===== config.mk =====
export PLATFORM = sky130hd
export DESIGN_NAME = gray_tick_accumulator
export DESIGN_NICKNAME = d
export VERILOG_FILES = /design/src/rtl/gray_tick_pkg.sv /design/src/rtl/tick_edge_detect.sv /design/src/rtl/gray_tick_accumulator.sv
export SDC_FILE = /design/constraint.sdc
export NUM_CORES = 1
export LEC_CHECK = 0
export CAP_MARGIN = 30
export CORE_MARGIN = 2
export CORE_UTILIZATION = 45
export DETAILED_ROUTE_END_ITERATION = 16
export PLACE_DENSITY = 0.84
export SYNTH_ARGS = -nofsm -noshare
export SYNTH_HDL_FRONTEND = slang
export SYNTH_SLANG_ARGS = --single-unit
export TNS_END_PERCENT = 100

===== constraint.sdc =====
create_clock -name clk -period 4 [get_ports clk]
set_clock_uncertainty 0.05 [all_clocks]
set_input_delay 0.8 -clock clk [delete_from_list [all_inputs] [get_ports clk]]
set_output_delay 0.8 -clock clk [all_outputs]
set_load 0.05 [all_outputs]

===== src/rtl/gray_tick_pkg.sv =====
// Shared types and helpers for gray_tick_accumulator: FSM state encodings,
// Gray conversion and the dropped-tick counter width.
package gray_tick_pkg;

    typedef enum logic [1:0] {
        ST_IDLE  = 2'b00,
        ST_COUNT = 2'b01,
        ST_HOLD  = 2'b10
    } state_t;

    localparam int OVR_CNT_W  = 8;
    localparam int GRAY_MAX_W = 32;

    // Callers size-cast in and out, so one function serves every width up to GRAY_MAX_W.
    function automatic logic [GRAY_MAX_W-1:0] bin2gray(input logic [GRAY_MAX_W-1:0] b);
        return b ^ (b >> 1);
    endfunction

endpackage


===== src/rtl/tick_edge_detect.sv =====
// Rising-edge detector for the upstream terminal-count tick: a level held
// high for several cycles yields one single-cycle strobe.
module tick_edge_detect (
    input  logic clk,
    input  logic reset,
    input  logic tick_in,
    output logic tick_pulse
);

    logic r_tick_q;

    always_ff @(posedge clk) begin
        if (reset) begin
            r_tick_q <= 1'b0;
        end else begin
            r_tick_q <= tick_in;
        end
    end

    assign tick_pulse = tick_in & ~r_tick_q;

endmodule


===== src/rtl/gray_tick_accumulator.sv =====
// Counts accepted ticks into TERMINAL-long frames and hands out a Gray-coded
// frame sequence number per frame. Optional macro: GRAY_TICK_OVERRUN_CNT_EN.
module gray_tick_accumulator
    import gray_tick_pkg::*;
#(
    parameter int WIDTH    = 4,
    parameter int TERMINAL = 3,
    parameter int SEQ_W    = 4
) (
    input  logic                 clk,
    input  logic                 reset,
    input  logic                 tick_in,
    input  logic                 enable,
    input  logic                 done_ready,
    output logic [WIDTH-1:0]     count_bin,
    output logic [WIDTH-1:0]     count_gray,
    output logic                 done_valid,
    output logic [SEQ_W-1:0]     done_seq,
    output logic                 overrun,
    output logic [OVR_CNT_W-1:0] overrun_cnt,
    output logic [1:0]           dbg_state
);

    // done_valid/done_ready: the result is held stable while done_valid is high;
    // a transfer happens on any edge where both are high, and done_valid then falls.

    localparam logic [WIDTH-1:0] TERMINAL_M1 = WIDTH'(TERMINAL - 1);

    logic              w_tick_pulse;
    logic              w_drop;
    state_t            r_state, w_state_next;
    logic [WIDTH-1:0]  r_count, w_count_next;
    logic [SEQ_W-1:0]  r_seq_bin, w_seq_bin_next, w_seq_inc;
    logic [SEQ_W-1:0]  r_done_seq, w_done_seq_next;
    logic              r_done_valid, w_done_valid_next;
    logic              r_overrun;

    tick_edge_detect u_edge (
        .clk        (clk),
        .reset      (reset),
        .tick_in    (tick_in),
        .tick_pulse (w_tick_pulse)
    );

    assign w_seq_inc = r_seq_bin + SEQ_W'(1);

    always_comb begin
        w_state_next      = r_state;
        w_count_next      = r_count;
        w_seq_bin_next    = r_seq_bin;
        w_done_seq_next   = r_done_seq;
        w_done_valid_next = r_done_valid;
        w_drop            = 1'b0;
        case (r_state)
            ST_IDLE: begin
                w_count_next = '0;
                if (enable) w_state_next = ST_COUNT;
            end
            ST_COUNT: begin
                // Dropping enable wins over a tick arriving in the same cycle.
                if (!enable) begin
                    w_state_next = ST_IDLE;
                    w_count_next = '0;
                end else if (w_tick_pulse) begin
                    if (r_count == TERMINAL_M1) begin
                        w_count_next      = '0;
                        w_seq_bin_next    = w_seq_inc;
                        w_done_seq_next   = SEQ_W'(bin2gray(GRAY_MAX_W'(w_seq_inc)));
                        w_done_valid_next = 1'b1;
                        w_state_next      = ST_HOLD;
                    end else begin
                        w_count_next = r_count + WIDTH'(1);
                    end
                end
            end
            ST_HOLD: begin
                w_drop = w_tick_pulse;
                if (r_done_valid && done_ready) begin
                    w_done_valid_next = 1'b0;
                    w_state_next      = enable ? ST_COUNT : ST_IDLE;
                end
            end
            default: begin
                w_state_next      = ST_IDLE;
                w_count_next      = '0;
                w_done_valid_next = 1'b0;
            end
        endcase
    end

    always_ff @(posedge clk) begin
        if (reset) begin
            r_state      <= ST_IDLE;
            r_count      <= '0;
            r_seq_bin    <= '0;
            r_done_seq   <= '0;
            r_done_valid <= 1'b0;
            r_overrun    <= 1'b0;
        end else begin
            r_state      <= w_state_next;
            r_count      <= w_count_next;
            r_seq_bin    <= w_seq_bin_next;
            r_done_seq   <= w_done_seq_next;
            r_done_valid <= w_done_valid_next;
            if (w_drop) r_overrun <= 1'b1;
        end
    end

`ifdef GRAY_TICK_OVERRUN_CNT_EN
    logic [OVR_CNT_W-1:0] r_ovr_cnt;

    always_ff @(posedge clk) begin
        if (reset) begin
            r_ovr_cnt <= '0;
        end else if (w_drop && (r_ovr_cnt != '1)) begin
            r_ovr_cnt <= r_ovr_cnt + OVR_CNT_W'(1);
        end
    end

    assign overrun_cnt = r_ovr_cnt;
`else
    assign overrun_cnt = '0;
`endif

    assign count_bin  = r_count;
    assign count_gray = WIDTH'(bin2gray(GRAY_MAX_W'(r_count)));
    assign done_valid = r_done_valid;
    assign done_seq   = r_done_seq;
    assign overrun    = r_overrun;
    assign dbg_state  = r_state;

endmodule


### Word-level counts from Yosys, hierarchy flattened

Cells that the tools add are included.

* bitwise logic cells: 6
* equal/unequal tests: 10
* reductions and logical operators: 6
* multiplexer cells: 17
* add/subtract/negate cells: 2

Operators by type and width (count)
* $mux W4: 3
* $mux W2: 5
* $ne A2 B2 Y1 const B: 5
* $add A4 B1 Y4 const B: 2
* $pmux W4 S2: 1
* $reduce_and A4 Y1: 2
* $xor A4 B3 Y4: 2
* $mux W1: 6
* $ne A3 B3 Y1 const B: 2
* $pmux W2 S3: 1
* $reduce_and A5 Y1: 1
* $eq A4 B2 Y1 const B: 1
* $not A1 Y1: 3
* $pmux W1 S3: 1
* $eq A2 B1 Y1 const B: 1
* $eq A2 B2 Y1 const B: 1
* $logic_not A2 Y1: 1
* $reduce_and A2 Y1: 1
* $and A1 B1 Y1: 1
* $logic_and A1 B1 Y1: 1

* output and inout port bits: 24
* word-level logic and storage cells: 48
* register bits after elaboration: 17
* input port bits: 5

### Logic depth before layout (Yosys ltp)

* word-level depth: 5
* gate-level depth with buffers: 6
* gate-level depth less buffers: 6

### By module

A second synthesis with hierarchy kept.

* cells, all modules: 104
* area, all modules: 940.9 um^2

Modules (own cells, without submodules)
* gray_tick_accumulator: cells each 101, instances 1, area each 893.4 um^2, seq. area each 300.3 um^2
* tick_edge_detect: cells each 3, instances 1, area each 47.5 um^2, seq. area each 20.0 um^2

### Least setup slack after synthesis

Ideal clock, no wire load.

* path type: reg2out
* start: register r_count[0] (netlist: count_bin[0])
* end: output port count_gray[0]
* path slack: 1753 ps
* path buffers: 0
* stages on the path, launching flop included: 4
* required time: 3150 ps
* arrival: 1397 ps
* path through: dfxtp_1 inv_1 ha_1 inv_1

* cells in the longest elaborated chain, start to end: 1

RTL lines
* start: declaration: line gray_tick_accumulator.sv:32 `logic [WIDTH-1:0] r_count, w_count_next;`
* start signal: assignment: line gray_tick_accumulator.sv:101 `r_count <= w_count_next;`
* $xor A4 B3 Y4: line gray_tick_pkg.sv:16 `return b ^ (b >> 1);`
* end: declaration: line gray_tick_accumulator.sv:16 `output logic [WIDTH-1:0] count_gray,`

No other way between the ends.

### Final worst setup path

Same ends and word-level chain as after synthesis.

==> metrics.yaml <==
die_h_um: 48.59
start_kind: "register"
worstPathMaxFanout: 6
synth_area_um2: 894.6
grt-ovfl-total: 0
seq_area_frac_synth_pct: 35.80
drt_pass1_iterations: 4
slew_headroom_pct: 63.28
regArea_um2: 320.3
yosysWarnings: 0
ir_drop_mv: 0.2200
dieArea_um2: 2361
synthMuxAreaShare_pct: 4.476
pre_cts_ws_ps: 1493
vias: 701
row_count: 16
ys_types: 31
critPathArrivalTime_ps: 1950
first_iter_violations: 6
avgRoutedWirePerCell_um: 11.23
io_buffers: 20
finalHoldViolations: 0
setup_viol: 0
drt-vias-per-instance: 4.801
synth_top_family_by_area: "simple AND/OR/NAND/NOR gates"
insertion_delay_ps: 290
fmax_mhz: 356.8
hold_class: "register to register"
synth_area_leaders: "dfxtp_1 36%, buf_4 8.4%, ha_1 7.0%"
setup_tns_ps: 0
synth_top_area_share_pct: 35.80
core_area_um2: 1922
htree_levels: 1
leakage_nw: 0.4501
report.final.slew_viol_count: 0
synth_top_area_cell: "dfxtp_1"
totalWireLength_um: 1640
nFillCells: 200
rsz0062_at_grt: "false"
io_pins: 29
grt_start_max_net_pins: 17
outcome: "finished clean"
area_growth_pct: 24.34
cts_resized: 0
grt_antenna_before_repair: 0
cts-buffers-inserted: 3
root_buffer: "clkbuf_4"
cp.required_ps: 3150
cts_buffer_depth: 2
drc_errors: 0
crit_path_end_kind: "output pin"
cts_setup_buffers: 0
synth_xor_area_share_pct: 7.832
synth_compound_area_share_pct: 10.21
drt.antenna.violating_nets: 0
utilization_pct: 57.88
fin_crit_ps: 2803
cts_sinks: 16
fin_crit_sh_pct: 70.06
synth_simple_gate_area_share_pct: 23.78
grt_usage_pct: 14.74
grt_pass1_wl_um: 2794
syn_inst: 99
multi_input_area_um2: 506.7
finalNetCount: 130
initial_core_util_pct: 46.55
antennaDiodeCount: 0
gp_congestion: 0.8011
die_w_um: 48.59
min_from: "overrun"
syn_area_per_cell_um2: 9.036
holdBufCountCts: 0
p_per_area_nw_per_um2: 274.6
ys_seq_elements: 16
post-dp-hpwl_um: 1243
rr_startpoint: "count_bin[1]"
setup_slack_ps: 1197
cts_tree: "built"
crit_type: "register to output pin"
clkTransAtPathRegs_ps: 100
drive_above_1_share_pct: 8.403
tightest_slew_ps: 549.1
grt_pass1_vias: 631
cap_violations: 0
crit_start: "count_bin[0]"
synth_fa_ha_area_share_pct: 6.993
flip-flops by register name (all words and copies together) (netlist names):
register,count
r_seq_bin,4
done_seq,3
dbg_state,2
count_bin,4
overrun,1
u_edge.r_tick_q,1
done_valid,1
per-stage QoR:
stage | hold slack (ps) | power [mW] | area (µm²) | cells
global route | 495.7 | 0.3168 | 1112 | 146
detailed placement | 434.1 | 0.2009 | 1076 | 142
floorplan | 454.7 | 0.1983 | 920.9 | 106
finish | 453.1 | 0.3054 | 1112 | 146
global placement | 420.2 | 0.2006 | 1076 | 142
CTS | 461.0 | 0.3060 | 1112 | 146
synth_stat cells, drive strengths merged:
library cell	count
or3b	1
and2b	1
buf	10
nand2	5
dfxtp	16
clkbuf	1
and4b	1
ha	5
conb	1
xor2	1
nand2b	2
nor3	1
xnor2	7
nor4	1
nand3b	2
mux2i	4
inv	4
a21o	3
or3	1
o31ai	2
a21oi	6
o21ai	3
nor2	12
a21boi	1
nor2b	2
nand4	1
and3b	2
nand3	3
cells in the final DEF (no fill, tap or decap), drive strengths merged:
cell type	count
or3	1
nand4	1
nor4	1
dfxtp	16
a21oi	6
nor2	12
a21o	3
xor2	1
and3b	2
ha	5
nor3	1
nand2b	2
inv	4
and2b	1
nand3	3
nor2b	2
o31ai	2
conb	8
and4b	1
or3b	1
nand3b	2
xnor2	7
clkdlybuf4s50	20
a21boi	1
clkbuf	4
nand2	5
o21ai	3
mux2i	4
per-layer routing:
metal / GRT usage, % / vias up / wire length, µm
met1: 18.92 / 318 / 782
met3: 2.778 / 4 / 66
met4: 5.714 / 0 / 15
met5: 0 / - / 0
li1: - / 361 / -
met2: 24.54 / 18 / 775
path summary, 6_finish.rpt:
path	end	slack (ps)	depth (start not counted)
worst min-delay path	overrun	450	2
worst min register to register	overrun	450	2
worst max register to register	done_seq[1]	2410	5
worst max-delay path	count_gray[0]	1200	4
area by class of cell:
cell class / instances / area share (%)
Multi-Input combinational cell: 75 / 45.56
Tap cell: 27 / 3.037
Inverter: 4 / 1.350
Clock buffer: 4 / 3.262
Sequential cell: 16 / 28.80
Timing Repair Buffer: 20 / 18.00
cell families (layout without fill, tap and decap cells):
family / count (synthesis) / after routing
adders and majority gates: 5 / 5
DFF: 16 / 16
and+or+nand+nor: 35 / 35
buffers and inverters: 15 / 28
muxes: 4 / 4
AOI/OAI and AO/OA: 15 / 15
xor gates and xnor gates: 8 / 8
other: 1 / 8
power breakdown:
group          internal, mW  switching [mW]  total (mW)
clock                0.0554          0.0527       0.108
combinational       0.00803          0.0273      0.0353
sequential            0.160         0.00166       0.162
total                 0.224          0.0816       0.305
worst max-delay path, cell delays in order, from the launching register on:
cell	delay, ps
dfxtp_1	430
inv_1	70
ha_1	320
inv_1	60
clkdlybuf4s50_1	790
No activity file was read; power rests on OpenSTA's default activity.
